===== src/rtl/frame_buf_pkg.sv =====
// frame_buf_pkg: shared state encodings and strobe polarity for the frame ring buffer.
package frame_buf_pkg;
    typedef enum logic {WR_FILL, WR_BLOCKED} wr_state_t;
    typedef enum logic {RD_IDLE, RD_DRAIN} rd_state_t;
    localparam logic ASSERT   = 1'b0;
    localparam logic DEASSERT = 1'b1;
endpackage


===== src/rtl/data_mem.sv =====
// data_mem: simple dual-port frame storage with a 1-cycle registered read port.
module data_mem #(
    parameter int DATA_WIDTH = 24,
    parameter int ADDR_WIDTH = 4
) (
    input  logic                  clk,
    input  logic                  reset,
    input  logic                  we,
    input  logic [ADDR_WIDTH-1:0] waddr,
    input  logic [DATA_WIDTH-1:0] wdata,
    input  logic                  re,
    input  logic [ADDR_WIDTH-1:0] raddr,
    output logic [DATA_WIDTH-1:0] rdata
);
    logic [DATA_WIDTH-1:0] mem [0:(1<<ADDR_WIDTH)-1];

    always_ff @(posedge clk)
        if (we) mem[waddr] <= wdata;

    // Read register holds its value between reads and clears on reset.
    always_ff @(posedge clk or negedge reset)
        if (!reset) rdata <= '0;
        else if (re) rdata <= mem[raddr];
endmodule


===== src/rtl/frame_ptr.sv =====
// frame_ptr: buffer-index / word-address counter; the buffer index wraps at NUM_BUFS.
module frame_ptr #(
    parameter int ADDR_WIDTH    = 3,
    parameter int BUF_SEL_WIDTH = 1,
    parameter int NUM_BUFS      = 2
) (
    input  logic                     clk,
    input  logic                     reset,
    input  logic                     inc,
    input  logic                     sof,
    output logic [BUF_SEL_WIDTH-1:0] buf_idx,
    output logic [ADDR_WIDTH-1:0]    word_addr,
    output logic                     last
);
    assign last = &word_addr;

    // A start-of-frame access lands on word 0, so the next word is 1.
    always_ff @(posedge clk or negedge reset)
        if (!reset) begin
            buf_idx   <= '0;
            word_addr <= '0;
        end else if (sof) begin
            word_addr <= ADDR_WIDTH'(1);
        end else if (inc) begin
            word_addr <= word_addr + 1'b1;
            if (last)
                buf_idx <= (buf_idx == BUF_SEL_WIDTH'(NUM_BUFS - 1)) ? '0 : buf_idx + 1'b1;
        end
endmodule


===== src/rtl/frame_buf_ring.sv =====
// frame_buf_ring: NUM_BUFS-deep ring of whole frames, filled sequentially and drained in FIFO order.
module frame_buf_ring
    import frame_buf_pkg::*;
#(
    parameter int DATA_WIDTH    = 24,
    parameter int ADDR_WIDTH    = 3,
    parameter int FRAME_DEPTH   = 1 << ADDR_WIDTH,
    parameter int NUM_BUFS      = 2,
    parameter int BUF_SEL_WIDTH = 1
) (
    input  logic                     clk,
    input  logic                     reset,
    input  logic                     wr_en_in,
    input  logic                     wr_sof,
    input  logic [DATA_WIDTH-1:0]    data_in,
    output logic                     wr_rdy,
    input  logic                     rd_en_in,
    output logic [DATA_WIDTH-1:0]    data_out,
    output logic                     rd_valid,
    output logic                     rd_sof,
    output logic                     rd_eof,
    output logic [BUF_SEL_WIDTH:0]   frames_avail,
    output logic                     overflow,
    input  logic                     ovf_clr
);
    localparam logic [BUF_SEL_WIDTH:0] FULL = (BUF_SEL_WIDTH+1)'(NUM_BUFS);

    wr_state_t                wr_state;
    rd_state_t                rd_state;
    logic [BUF_SEL_WIDTH-1:0] wr_buf, rd_buf;
    logic [ADDR_WIDTH-1:0]    wr_addr, rd_addr;
    logic                     wr_last, rd_last;
    logic                     wr_acc, wr_sof_acc, wr_done, rd_acc, rd_done;
    logic [BUF_SEL_WIDTH:0]   avail_next;

    assign wr_acc     = (wr_en_in == ASSERT) && wr_rdy;
    assign wr_sof_acc = wr_acc && (wr_sof == ASSERT);
    assign wr_done    = wr_acc && !wr_sof_acc && wr_last;
    assign rd_acc     = (rd_en_in != DEASSERT) && (frames_avail != '0);
    assign rd_done    = rd_acc && rd_last;
    assign avail_next = frames_avail + (BUF_SEL_WIDTH+1)'(wr_done) - (BUF_SEL_WIDTH+1)'(rd_done);

    frame_ptr #(.ADDR_WIDTH(ADDR_WIDTH), .BUF_SEL_WIDTH(BUF_SEL_WIDTH), .NUM_BUFS(NUM_BUFS)) u_wr_ptr (
        .clk(clk), .reset(reset), .inc(wr_acc), .sof(wr_sof_acc),
        .buf_idx(wr_buf), .word_addr(wr_addr), .last(wr_last)
    );

    frame_ptr #(.ADDR_WIDTH(ADDR_WIDTH), .BUF_SEL_WIDTH(BUF_SEL_WIDTH), .NUM_BUFS(NUM_BUFS)) u_rd_ptr (
        .clk(clk), .reset(reset), .inc(rd_acc), .sof(1'b0),
        .buf_idx(rd_buf), .word_addr(rd_addr), .last(rd_last)
    );

    data_mem #(.DATA_WIDTH(DATA_WIDTH), .ADDR_WIDTH(ADDR_WIDTH + BUF_SEL_WIDTH)) u_mem (
        .clk(clk), .reset(reset),
        .we(wr_acc), .waddr({wr_buf, wr_sof_acc ? '0 : wr_addr}), .wdata(data_in),
        .re(rd_acc), .raddr({rd_buf, rd_addr}), .rdata(data_out)
    );

    // Completing the last free buffer blocks the writer until the reader frees one.
    always_ff @(posedge clk or negedge reset)
        if (!reset) begin
            wr_state <= WR_FILL;
            wr_rdy   <= 1'b1;
        end else if (wr_state == WR_FILL && wr_done && avail_next == FULL) begin
            wr_state <= WR_BLOCKED;
            wr_rdy   <= 1'b0;
        end else if (wr_state == WR_BLOCKED && rd_done) begin
            wr_state <= WR_FILL;
            wr_rdy   <= 1'b1;
        end

    always_ff @(posedge clk or negedge reset)
        if (!reset) begin
            rd_state     <= RD_IDLE;
            frames_avail <= '0;
            rd_valid     <= 1'b0;
            rd_sof       <= 1'b0;
            rd_eof       <= 1'b0;
        end else begin
            frames_avail <= avail_next;
            rd_valid     <= rd_acc;
            rd_sof       <= rd_acc && (rd_addr == '0);
            rd_eof       <= rd_done;
            if (rd_state == RD_IDLE && rd_acc)
                rd_state <= RD_DRAIN;
            else if (rd_state == RD_DRAIN && rd_done)
                rd_state <= (avail_next != '0) ? RD_DRAIN : RD_IDLE;
        end

    // Overflow is sticky; a new event in the same cycle as a clear wins.
    always_ff @(posedge clk or negedge reset)
        if (!reset) overflow <= 1'b0;
        else if (wr_en_in == ASSERT && !wr_rdy) overflow <= 1'b1;
        else if (ovf_clr == ASSERT) overflow <= 1'b0;
endmodule


===== config.mk =====
export PLATFORM = sky130hd
export DESIGN_NAME = frame_buf_ring
export DESIGN_NICKNAME = d
export VERILOG_FILES = /design/src/rtl/frame_buf_pkg.sv /design/src/rtl/data_mem.sv /design/src/rtl/frame_ptr.sv /design/src/rtl/frame_buf_ring.sv
export SDC_FILE = /design/constraint.sdc
export NUM_CORES = 1
export LEC_CHECK = 0
export BUFFER_PORTS_ARGS = -buffer_cell sky130_fd_sc_hd__buf_2
export CAP_MARGIN = 40
export CORE_MARGIN = 3
export CORE_UTILIZATION = 25
export CTS_BUF_LIST = sky130_fd_sc_hd__clkbuf_8 sky130_fd_sc_hd__clkbuf_16
export DETAILED_ROUTE_END_ITERATION = 6
export GPL_ROUTABILITY_DRIVEN = 0
export PLACE_DENSITY_LB_ADDON = 0.1
export SETUP_SLACK_MARGIN = 0.4
export SLEW_MARGIN = 20
export SYNTH_ARGS = -nofsm -noshare
export SYNTH_HDL_FRONTEND = slang
export SYNTH_SLANG_ARGS = --single-unit

===== constraint.sdc =====
create_clock -name clk -period 11 [get_ports clk]
set_clock_uncertainty 0.1 [all_clocks]
set_input_delay 1.65 -clock clk [delete_from_list [all_inputs] [get_ports clk]]
set_output_delay 1.65 -clock clk [all_outputs]
set_load 0.005 [all_outputs]

## Word level (Yosys, flattened, before mapping)

Memories as Yosys holds them, arrays and structs flattened. A register that Yosys moved wholly into a read port is not among the register bits.
Cells that the tools add are included.

- Bits in registers: 16
- Memories: 1
- Output and inout bits: 31
- Memory bits (writable): 384

Memories:

| name | words | bits a word | rd ports | clocked after Yosys merged registers in | wr ports | RTL line | text |
|---|---|---|---|---|---|---|---|
| u_mem.mem | 16 | 24 | 1 | 1 | 1 | data_mem.sv:15 | `logic [DATA_WIDTH-1:0] mem [0:(1<<ADDR_WIDTH)-1];` |

- Equality and inequality tests: 2
- Reductions and logical operators: 22
- $add $sub $neg: 6
- Muxes and demuxes: 13
- Bitwise gates (word level): 5

Operators with widths:

| kind | number |
|---|---|
| $logic_and A1 B1 Y1 | 11 |
| $mux W1 | 10 |
| $mux W3 | 3 |
| $add A3 B1 Y3 const B | 2 |
| $reduce_and A3 Y1 | 2 |
| $reduce_bool A2 Y1 | 3 |
| $not A1 Y1 | 5 |
| $reduce_and A5 Y1 | 1 |
| $reduce_and A4 Y1 | 1 |
| $logic_not A1 Y1 | 3 |
| $logic_not A3 Y1 | 1 |
| $add A1 B1 Y1 const B | 2 |
| $add A2 B1 Y2 | 1 |
| $eq A2 B2 Y1 const B | 1 |
| $ne A2 B1 Y1 const B | 1 |
| $sub A2 B1 Y2 | 1 |

## Logic depth before layout (Yosys ltp)

Gate-level depths: netlist of the first run.

- Depth in word-level cells: 11
- Mapped depth: 8

## Hierarchy

From an unflattened synthesis of the first run, not the netlist that was laid out.

- Cell total of the unflattened synthesis: 722
- Area, all modules: 16400.7 µm²

By module, submodules not included:

| module | cells each | area an instance (µm²) | seq. area each (µm²) | times used |
|---|---|---|---|---|
| data_mem | 664 | 15646.3 | 12131.6 | 1 |
| frame_buf_ring | 30 | 384.1 | 201.4 | 1 |
| frame_ptr | 14 | 185.2 | 100.1 | 2 |

## Worst setup path after synthesis of the first run

Ideal clock, no wire load.

- Kind: input -> register
- Start point: in wr_en_in
- End point: mem u_mem.mem[1][0] (enable)
- Data required time: 10.465 ns
- Arrival time: 4.112 ns
- Library setup time: 0.435 ns
- Path buffers: 1
- Setup slack: 6.352 ns
- Stages on the path: 5
- Cells stage by stage: nor2b_1 -> clkbuf_1 -> nand3_1 -> or2_2 -> nor3_1

- Longest elaborated chain between the ends: 4
- Elaborated cells on any way between the ends: 6
- Classes of those cells: mux: 3; bitwise: 1; reduce/logical: 2

RTL lines:

| item | RTL line | text |
|---|---|---|
| start: declaration | frame_buf_ring.sv:13 | `input logic wr_en_in,` |
| $not A1 Y1 (*) | frame_buf_ring.sv:36 | `assign wr_acc = (wr_en_in == ASSERT) && wr_rdy;` |
| $logic_and A1 B1 Y1 (*) | frame_buf_ring.sv:36 |  |
| $mux W1 or $logic_and A1 B1 Y1 (tied branches) | data_mem.sv:18, frame_buf_ring.sv:37 |  |
| $mux W1 (implied by the code) or $mux W3 (tied branches) | data_mem.sv:18, frame_buf_ring.sv:55 |  |
| end: declaration | data_mem.sv:15 |  |

Mark *: on every way between the ends. The rest lies on a longest branch, timed or not.

## Final worst setup path of the first run

- Start point: in wr_en_in
- End point: mem u_mem.mem[13][20] (enable)

The elaborated chain is that of the path after synthesis.

==> results of run 1 <==
==> layer usage <==
| metal | wire length, um | GRT usage, % | up-vias |
|---|---|---|---|
| met2 | 20840 | 21.10 | 125 |
| met3 | 1485 | 2.043 | 53 |
| met4 | 852 | 3.384 | 0 |
| met1 | 18850 | 16.58 | 4006 |
| li1 | - | - | 3352 |
| met5 | 0 | 0 | - |
==> area by class of cell <==
class                   count  area [um2]
repair buffers             90       870.8
fillers                  6297       44880
multi-input cells         277        3719
inverters                   4       15.01
flip-flops and latches    424       12540
clock buffers              55        1331
clock inverters            39       272.8
well taps                 855        1070
==> Yosys cell counts (all sizes together), types with 6 or more instances <==
master	count
nand2	17
dfrtp	39
o31ai	23
mux4	90
a22oi	27
buf	18
mux2	23
nor2	16
ha	6
clkbuf	23
edfxtp	384
mux2i	34
nand3	10
==> state kept, by name, indices dropped and copies added, names as in the netlist <==
name and count:
u_mem.rdata 24, overflow 1, u_wr_ptr.buf_idx 1, u_wr_ptr.word_addr 3, u_rd_ptr.word_addr 3, rd_eof 1, wr_rdy 1, u_mem.mem 384
frames_avail 2, wr_state 1, rd_sof 1, u_rd_ptr.buf_idx 1, rd_valid 1
==> worst max path at each step <==
stage	start	end	slack (ns)	cells past startpoint
2_1_floorplan	wr_en_in	u_mem.mem[1][0]	6.35	5
3_3_place_gp	wr_en_in	u_mem.mem[9][20]	6.71	5
3_5_place_dp	wr_en_in	u_mem.mem[9][16]	6.65	5
4_1_cts	wr_en_in	u_mem.mem[9][22]	7.26	5
5_1_grt	rd_en_in	wr_state	7.42	10
6_report	wr_en_in	u_mem.mem[13][20]	7.65	5
==> metrics by stage <==
stage	hold WS (ns)	total power (uW)	instance area, um2	setup slack (ns)
floorplan	0.3730	1792	16380	6.352
detailed placement	0.3723	1828	18160	6.649
global placement	0.3733	1827	17730	6.712
CTS	0.3858	3447	19760	7.263
global route	0.4347	3510	19820	7.422
finish	0.3835	3381	19820	7.647
==> logic make-up (layout without fill, tap and decap cells) <==
family          after synthesis  after routing  synth area share, %
fa+ha+maj                     6              6               0.4582
compound gates               58             58                2.589
simple gates                 61             61                1.795
xor+xnor                      5              5               0.2674
mux                         147            147                16.86
buf+inv                      45            188                1.527
flops                       424            424                76.51
==> report_power, final <==
| group | leakage (uW) | switching [uW] | total (uW) | internal [uW] |
|---|---|---|---|---|
| registers | 0.00399 | 0.103 | 1760 | 1760 |
| logic | 0.00183 | 30.1 | 34.7 | 4.53 |
| clock network | 0.000825 | 653 | 1590 | 937 |
==> worst reg2reg max path, stage by stage, from the launching register on <==
cell,delay [ns]
dfrtp_4,0.39
buf_4,0.37
buf_12,0.29
buf_4,0.63
mux4_1,0.49
mux2_2,0.35
a22oi_1,0.17
o31ai_1,0.10
==> summary.md, run 1 <==
| Metric | Value |
|---|---|
| Worst-path cell chain | `buf_2, nor2b_1, nand4_1, nor2_4, buf_16` |
| CP endpoint kind | `flop` |
| Period utilization | `30.48%` |
| Top post-synthesis cells by area | `edfxtp_1, mux4_2, dfrtp_1` |
| Final setup viols | `0` |
| CTS tree | `done` |
| Max_cap viols | `0` |
| R2R Path Start | `u_rd_ptr.word_addr[2]` |
| Vias post-DR | `7536` |
| Mapped Cells | `746` |
| # rows | `93` |
| Largest stage delay on the critical path | `0.61 ns` |
| Worst vdd ir | `0.00009906 V` |
| Routed len/inst | `24.09 um` |
| Top-area cell type share of the netlist area | `70.39%` |
| Main synth FF type | `edfxtp_1` |
| Clk buf depth | `3` |
| Area growth syn-to-layout | `20.98%` |
| Top Ports | `61` |
| Pwr per Cell Area | `170.6 mW/mm2` |
| Post-synth ARST share | `9.434%` |
| Final hold viol count | `0` |
| Average size of a mapped cell | `21.96 um2` |
| Worst Path Arrival | `3.54 ns` |
| Cts repair resizes | `0` |
| DP HPWL | `26590 um` |
| Clk sinks | `424` |
| Critical path startpoint category | `input pin` |
| Pre-antenna DRT Iters | `4` |
| Vias per std cell | `4.321` |
| Vias in the first global route | `7969` |
| Remaining antenna violation count | `0` |
| Post-route insts no fill | `1744` |
| Commonest cells after routing, fill and taps aside | `edfxtp_1, buf_2, mux4_2` |
| Most common cell after layout, fill and taps aside | `edfxtp_1` |
| Final core utilization | `30.63%` |
| EDFF count, synth | `384` |
| Yosys cell types | `37` |
| Unrepaired setup endpoints after global routing | `false` |
| Worst R2R Path Depth | `7` |
| Slowest CP cell | `nor2_4` |
| Post-synthesis register bit count | `424` |
| FMAX | `0.2982 GHz` |
| Largest net degree at the start of global routing | `51` |
| Nets@finish | `883` |
| Total global routing overflow | `0` |
| Port Buffers | `60` |
| Area leader, netlist | `edfxtp_1` |
| Syn Nets | `782` |
| Postcts setup bufs | `0` |
| Post-cts hold buffer count | `0` |
| Hold Path Sink | `overflow` |
| Status | `completed` |
| Number of antenna diodes | `0` |
| Die area | `0.06864 mm2` |
| Core footprint | `0.06470 mm2` |
| Initial antenna violation count | `0` |
| GRT Util Overall | `12.44%` |
| Max_slew headroom | `55.48%` |
| CTS Buf Count | `50` |
| R2R setup slack | `8.00 ns` |
| Yosys warns | `0` |
| Hold path depth | `2` |
| CP Class | `input pin to flop` |
| Slew @ Worst Pin | `0.6678 ns` |
| Hold path start | `overflow` |
| Post-route DRC | `0` |
| Synthesized cell area | `0.01638 mm2` |
| Tmin final | `3.353 ns` |
| Clock Latency Late Sink | `0.58 ns` |
| DRT Wirelength | `42020 um` |
| Seq/Total Area, Yosys | `76.51%` |
| Starting Density | `25.32%` |
| Crit Path Max Fanout | `13` |
| Clk pin slew, worst setup/hold paths | `0.05 ns` |
| Setup TNS | `0 ns` |
| Placed insts | `1647` |
| Die Y-Extent | `262.0 um` |
| Final Max Slew Viols | `0` |
| Cell family contributing the most delay on the critical path | `simple AND/OR/NAND/NOR gates` |
| Worst r2r dst | `u_mem.rdata[23]` |
| Global-route wire length before repair | `60310 um` |
| Clk root buf | `clkbuf_16` |
| DIE WIDTH | `262.0 um` |
| Hold Path Class | `flop to flop` |
| Buf+Inv Stages, Crit Path | `2` |
| Fraction of layout cells with a size suffix above 1 | `29.58%` |
| Initial DRC Count | `415` |
| Lkg Pwr | `0.006641 uW` |
| H-tree levels | `2` |
| Required @ worst endpoint | `11.18 ns` |
No activity file was read; power rests on OpenSTA's default activity.
==> run 2: changes to the inputs <==
clock period = 2.85 ns   (was 11 ns; I/O delays follow)
==> run 2 against run 1 <==
  * Die area unchanged
  * First-iteration DRC count increased by 31%
  * Clock-buffer cell count shrank 3
  * Clock power grew to 3.5 times the previous value
  * Sequential share of layout area increased by 0.80 points
  * Routed wire length decreased by 5.1%
==> summary.md, run 2 (synthesized netlist as in run 1, its figures left out) <==
| Metric | Value |
|---|---|
| Status | `completed` |
| GRT Util Overall | `11.77% (-0.67 points)` |
| Hold Path Class | `input pin to flop` |
| Core footprint | `0.06470 mm2 (unchanged)` |
| Remaining antenna violation count | `0 (unchanged)` |
| Worst r2r dst | `u_mem.mem[9][14]` |
| Post-route insts no fill | `1745 (+0.057%)` |
| Worst vdd ir | `0.0003681 V (+270%)` |
| Largest stage delay on the critical path | `0.56 ns (-0.05 ns)` |
| Worst R2R Path Depth | `5 (-2)` |
| Clk root buf | `clkbuf_16` |
| Placed insts | `1658 (+0.67%)` |
| Post-route DRC | `0 (unchanged)` |
| Worst-path cell chain | `nor2b_1, buf_4, nand4_1, nor3_4, buf_4` |
| Global-route wire length before repair | `57840 um (-4.1%)` |
| Period utilization | `80.75%` |
| Max FFs per register | `384 (unchanged)` |
| Final Max Slew Viols | `0 (unchanged)` |
| Clock share of power | `44.5% (-2.5 points)` |
| Most common cell after layout, fill and taps aside | `edfxtp_1` |
| Die Y-Extent | `262.0 um (unchanged)` |
| Number of antenna diodes | `0 (unchanged)` |
| Setup TNS | `0 ns (unchanged)` |
| Net Sw Frac | `19.89% (-0.31 points)` |
| R2R setup slack | `0.55 ns (-7.45 ns)` |
| Vias per std cell | `4.348 (+0.62%)` |
| DIE WIDTH | `262.0 um (unchanged)` |
| Nets@finish | `892 (+1.0%)` |
| Clk sinks | `424 (unchanged)` |
| Tmin final | `2.301 ns` |
| Vias in the first global route | `8115 (+1.8%)` |
| Initial antenna violation count | `0 (unchanged)` |
| Largest regs | `u_mem.mem x384, u_mem.rdata x24` |
| CP endpoint kind | `flop` |
| Routed len/inst | `22.85 um (-5.2%)` |
| Biggest register | `u_mem.mem` |
| Max_slew headroom | `52.52% (-3.0 points)` |
| Critical path startpoint category | `flop` |
| Area growth syn-to-layout | `19.48%` |
| FMAX | `0.4345 GHz` |
| Lkg Pwr | `0.006579 uW (-0.95%)` |
| Final hold viol count | `0 (unchanged)` |
| DP HPWL | `21760 um (-18%)` |
| H-tree levels | `2 (unchanged)` |
| Pwr per Cell Area | `634.5 mW/mm2 (+270%)` |
| Most common cell on crit path | `buf_4` |
| Hold Path Sink | `u_wr_ptr.word_addr[1]` |
| Slowest CP cell | `dfstp_2` |
| Hold path start | `wr_sof` |
| # rows | `93 (unchanged)` |
| R2R Path Start | `wr_rdy` |
| Commonest cells after routing, fill and taps aside | `edfxtp_1, buf_2, mux4_2` |
| Clk pin slew, worst setup/hold paths | `0.06 ns (about the same)` |
| Fraction of layout cells with a size suffix above 1 | `29.10% (-0.48 points)` |
| Int Pwr | `9950 uW (+270%)` |
| Top Ports | `61 (unchanged)` |
| Hold path depth | `3 (+1)` |
| Vias post-DR | `7587 (+0.68%)` |
| Sequential share of power | `54.6% (+2.6 points)` |
| Required @ worst endpoint | `2.98 ns (-8.20 ns)` |
| Clock Latency Late Sink | `0.57 ns (about the same)` |
| Total global routing overflow | `0 (unchanged)` |
| Net load switching power | `2470 uW (+260%)` |
| DRT Wirelength | `39880 um (-5.1%)` |
| Worst Path Arrival | `2.43 ns (-1.11 ns)` |
| Pre-antenna DRT Iters | `6 (+2)` |
| Initial DRC Count | `545 (+31%)` |
| Final setup viols | `0 (unchanged)` |
| CP Class | `flop to flop` |
| Port Buffers | `60 (unchanged)` |
| Max_cap viols | `0 (unchanged)` |
| Clk buf depth | `3 (unchanged)` |
| CTS Buf Count | `48 (-4.0%)` |
| Crit Path Max Fanout | `12 (-1)` |
| Slew @ Worst Pin | `0.7122 ns (+0.04443 ns)` |
| Largest net degree at the start of global routing | `50 (-2.0%)` |
| Die area | `0.06864 mm2 (unchanged)` |
| CTS tree | `done` |
| Hold_ws | `0.07411 ns (-0.3093 ns)` |
| Unrepaired setup endpoints after global routing | `false` |
| Combinational Power Share | `0.9% (about the same)` |
| Starting Density | `25.32% (unchanged)` |
-- run 2: changes by cell type in the layout (fill, tap and decap cells not counted), moves of 4 or more --
cell	previous run	this run
buf_4	12	23
clkinv_1	11	2
buf_12	2	14
inv_1	13	27
clkinv_2	9	5
buf_16	16	1
-- run 2: metrics by stage --
| step | area, um2 | utilization (%) | setup slack [ns] | total power (uW) |
|---|---|---|---|---|
| floorplan | 16430 | - | 0.2427 | 6915 |
| global placement | 18130 | 28.03 | 0.5201 | 7026 |
| detailed placement | 18130 | 28.03 | 0.4986 | 7028 |
| CTS | 19560 | 30.23 | 0.4820 | 12630 |
| global route | 19570 | 30.25 | 0.4139 | 12880 |
| finish | 19570 | 30.25 | 0.5487 | 12420 |
-- run 2: metal layers --
metal  part of all wire (%)  track usage, %  up-vias
met4                    2.1           3.078        0
li1                       -               -     3365
met5                      0               0        -
met3                    4.3           2.486       61
met2                     47           18.99      137
met1                     46           16.21     4024
-- run 2: worst max-delay path, delay by kind of cell, from the launching register on --
kind                   cells  cell delay (ns)
AND/OR/NAND/NOR            3             0.78
flip-flops                 1             0.56
buffers and inverters      2             0.48
-- run 2: timing repair --
action | 4_1_cts | 5_1_grt
resized for setup | 0 | 3
endpoints found under the setup margin | 0 | 3
endpoints found under the hold margin | 40 | 0
buffers inserted | 0 | 0
hold buffers | 3 | 0
-- run 2: power groups by stage --
stage / registers [uW] / logic, uW / clock network, uW
after detailed placement: 6910 / 119 / 0
after global placement: 6910 / 117 / 0
after floorplan: 6910 / 2.77 / 0
final: 6780 / 115 / 5520
after global routing: 6780 / 134 / 5970
after CTS: 6780 / 122 / 5730
-- run 2: worst max-delay path by stage --
stage / from / to / cells past startpoint
after CTS: u_rd_ptr.word_addr[0] / u_mem.rdata[14] / 5
final: wr_rdy / u_mem.mem[9][14] / 5
after floorplan: wr_rdy / u_mem.mem[15][0] / 4
after global routing: wr_rdy / u_mem.mem[9][14] / 5
after detailed placement: u_rd_ptr.word_addr[0] / u_mem.rdata[14] / 5
after global placement: wr_rdy / u_mem.mem[9][14] / 5
-- run 2: final cells by class --
cell class	instances	area, um2
clock buffers	52	1267
clock inverters	32	126.4
fillers	6308	45120
inverters	4	15.01
multi-input cells	277	3741
flip-flops and latches	424	12540
well taps	855	1070
repair buffers	101	810.8
==> run 3: changes to the inputs <==
clock period = 2.1 ns   (was 2.85 ns; I/O delays follow)
==> run 3 against run 2 <==
  * The flow now finishes with violations (negative setup slack)
  * Sequential power is 36% higher
  * Routed wire length is 14% higher
  * Maximum frequency is 5.0% higher
  * Total power is 44% higher
  * Worst setup slack worse by 0.64 ns
  * Sequential cell count stayed put
  * Highest routed layer unchanged
  * Utilization is 3.6 points higher
  * Hold slack worse by 0.033 ns
  * Critical path depth is 2 higher
  * Die area stayed put
  * Non-clock buffer count is 123 higher
  * Largest power group unchanged
  * Cell count is 7.3% higher
==> summary.md, run 3 (synthesized netlist as in run 1, its figures left out) <==
| Metric | Value |
|---|---|
| Status | `finished, violations left` |
| Failing checks | `negative setup slack` |
| Global-route wire length before repair | `63090 um (+9.1%)` |
| Top Ports | `61 (unchanged)` |
| Unrepaired setup endpoints after global routing | `true` |
| CTS Buf Count | `48 (unchanged)` |
| Required @ worst endpoint | `2.29 ns (-0.69 ns)` |
| Setup ws final | `-0.09253 ns (-0.6413 ns)` |
| CP endpoint kind | `flop` |
| Clk buf depth | `3 (unchanged)` |
| Cell Area, Placed | `0.01869 mm2 (+3.0%)` |
| Largest regs | `u_mem.mem x384, u_mem.rdata x24` |
| Post-route DRC | `0 (unchanged)` |
| Pwr per Cell Area | `817.0 mW/mm2 (+29%)` |
| Max_slew headroom | `61.16% (+8.6 points)` |
| Die area | `0.06864 mm2 (unchanged)` |
| FMAX | `0.4561 GHz (+5.0%)` |
| CP Class | `flop to flop` |
| Port Buffers | `60 (unchanged)` |
| Core footprint | `0.06470 mm2 (unchanged)` |
| Initial antenna violation count | `0 (unchanged)` |
| Remaining antenna violation count | `0 (unchanged)` |
| Final core utilization | `33.86% (+3.6 points)` |
| Vias post-DR | `8084 (+6.6%)` |
| FF+latch area | `0.01254 mm2 (about the same)` |
| Clk root buf | `clkbuf_16` |
| Clk pin slew, worst setup/hold paths | `0.06 ns (about the same)` |
| DP HPWL | `25930 um (+19%)` |
| Routed len/inst | `24.19 um (+5.9%)` |
| DRT Wirelength | `45310 um (+14%)` |
| Total global routing overflow | `0 (unchanged)` |
| Pre-antenna DRT Iters | `4 (-2)` |
| DIE WIDTH | `262.0 um (unchanged)` |
| CTS tree | `done` |
| Fraction of layout cells with a size suffix above 1 | `44.01% (+15 points)` |
| Lkg Pwr | `0.007473 uW (+14%)` |
| Final hold viol count | `0 (unchanged)` |
| Max FFs per register | `384 (unchanged)` |
| Tmin final | `2.193 ns (-0.1087 ns)` |
| Final Power | `17900 uW (+44%)` |
| Vias in the first global route | `8734 (+7.6%)` |
| Worst Path Arrival | `2.39 ns (-0.04 ns)` |
| Hold Path Class | `input pin to flop` |
| Final Max Slew Viols | `0 (unchanged)` |
| Slew @ Worst Pin | `0.5825 ns (-0.1297 ns)` |
| Crit Path Max Fanout | `7 (-5)` |
| Clk sinks | `424 (unchanged)` |
| Finished Cell Area | `0.02191 mm2 (+12%)` |
| Worst vdd ir | `0.0005263 V (+43%)` |
| # fillers | `6134 (-2.8%)` |
| Starting Density | `25.32% (unchanged)` |
| GRT Util Overall | `12.86% (+1.1 points)` |
| Initial DRC Count | `534 (-2.0%)` |
| Die Y-Extent | `262.0 um (unchanged)` |
| # rows | `93 (unchanged)` |
| Max_cap viols | `0 (unchanged)` |
| Critical path startpoint category | `flop` |
| Final setup viols | `193 (+193)` |
| H-tree levels | `2 (unchanged)` |
| Nets@finish | `1015 (+14%)` |
| Area of the multi-input gates | `0.003822 mm2 (+2.2%)` |
| Period utilization | `104.4% (+24 points)` |
| Largest net degree at the start of global routing | `50 (unchanged)` |
| Vias per std cell | `4.316 (-0.73%)` |
| Biggest register | `u_mem.mem` |
| Most common cell after layout, fill and taps aside | `edfxtp_1` |
| Area growth syn-to-layout | `33.74%` |
| Number of antenna diodes | `0 (unchanged)` |
| Commonest cells after routing, fill and taps aside | `edfxtp_1, mux4_2, buf_2` |
| Clock Latency Late Sink | `0.57 ns (about the same)` |
run 3: path summary, 6_finish.rpt:
path / start / end / slack (ns) / cells past startpoint
setup / recovery: wr_rdy / u_mem.mem[6][4] / -0.09 / 7
min in group asynchronous: reset / u_mem.rdata[2] / 0.19 / 3
hold / removal: data_in[19] / u_mem.mem[12][19] / 0.04 / 1
setup reg to reg: wr_rdy / u_mem.mem[6][4] / -0.09 / 7
max in group asynchronous: reset / overflow / 1.29 / 3
hold reg to reg: u_mem.rdata[7] / u_mem.rdata[7] / 0.40 / 2
run 3: per-layer routing:
layer  wire, um  vias to the layer above  GRT usage [%]  share of wire [%]
met1      20920                     4304          17.72                 46
met2      22180                      133          21.10                 49
met5          0                        -              0                  0
li1           -                     3596              -                  -
met3       1500                       51          2.506                3.3
met4        711                        0          2.910                1.6
run 3: timing repair:
| item | CTS | global route |
|---|---|---|
| endpoints found under the hold margin | 145 | 0 |
| setup buffers | 27 | 16 |
| resized for setup | 69 | 41 |
| pin swaps | 8 | 9 |
| hold buffers | 16 | 0 |
| setup endpoints to repair | 413 | 413 |
| gates cloned | 11 | 9 |
run 3: power by group:
part           total [uW]  internal (uW)  switching [uW]  leakage (uW)
registers            9200           9200           0.613       0.00399
logic                 187           46.7             140       0.00267
clock network        8510           5040            3470      0.000815
total               17900          14300            3610       0.00747
run 3: metrics by stage:
stage / setup TNS (ns) / worst slack, ns / hold slack, ns / instances
after floorplan: -35.51 / -0.2767 / -0.08059 / 746
after detailed placement: -12.21 / -0.1210 / 0.006339 / 1705
after global placement: -14.38 / -0.1263 / 0.008139 / 1704
after CTS: -4.638 / -0.07482 / 0.00003980 / 1848
final: -6.447 / -0.09253 / 0.04135 / 1873
after global routing: -24.00 / -0.1519 / 0.02291 / 1873
run 3: worst max-delay path: stages (launching register included):
cell and delay, ns:
dfstp_2 0.54, buf_4 0.11, nand2b_4 0.05, or4b_4 0.55
buf_6 0.15, nor2_4 0.11, buf_12 0.14, clkbuf_16 0.15
run 3: area by class of cell:
type                            instances  area share [%]
Tap cell                              855           4.883
Clock buffer                           53           5.899
Clock inverter                         36           1.479
Timing Repair Buffer                  224           12.98
Sequential cell                       424           57.24
Multi-Input combinational cell        277           17.45
Inverter                                4         0.06853
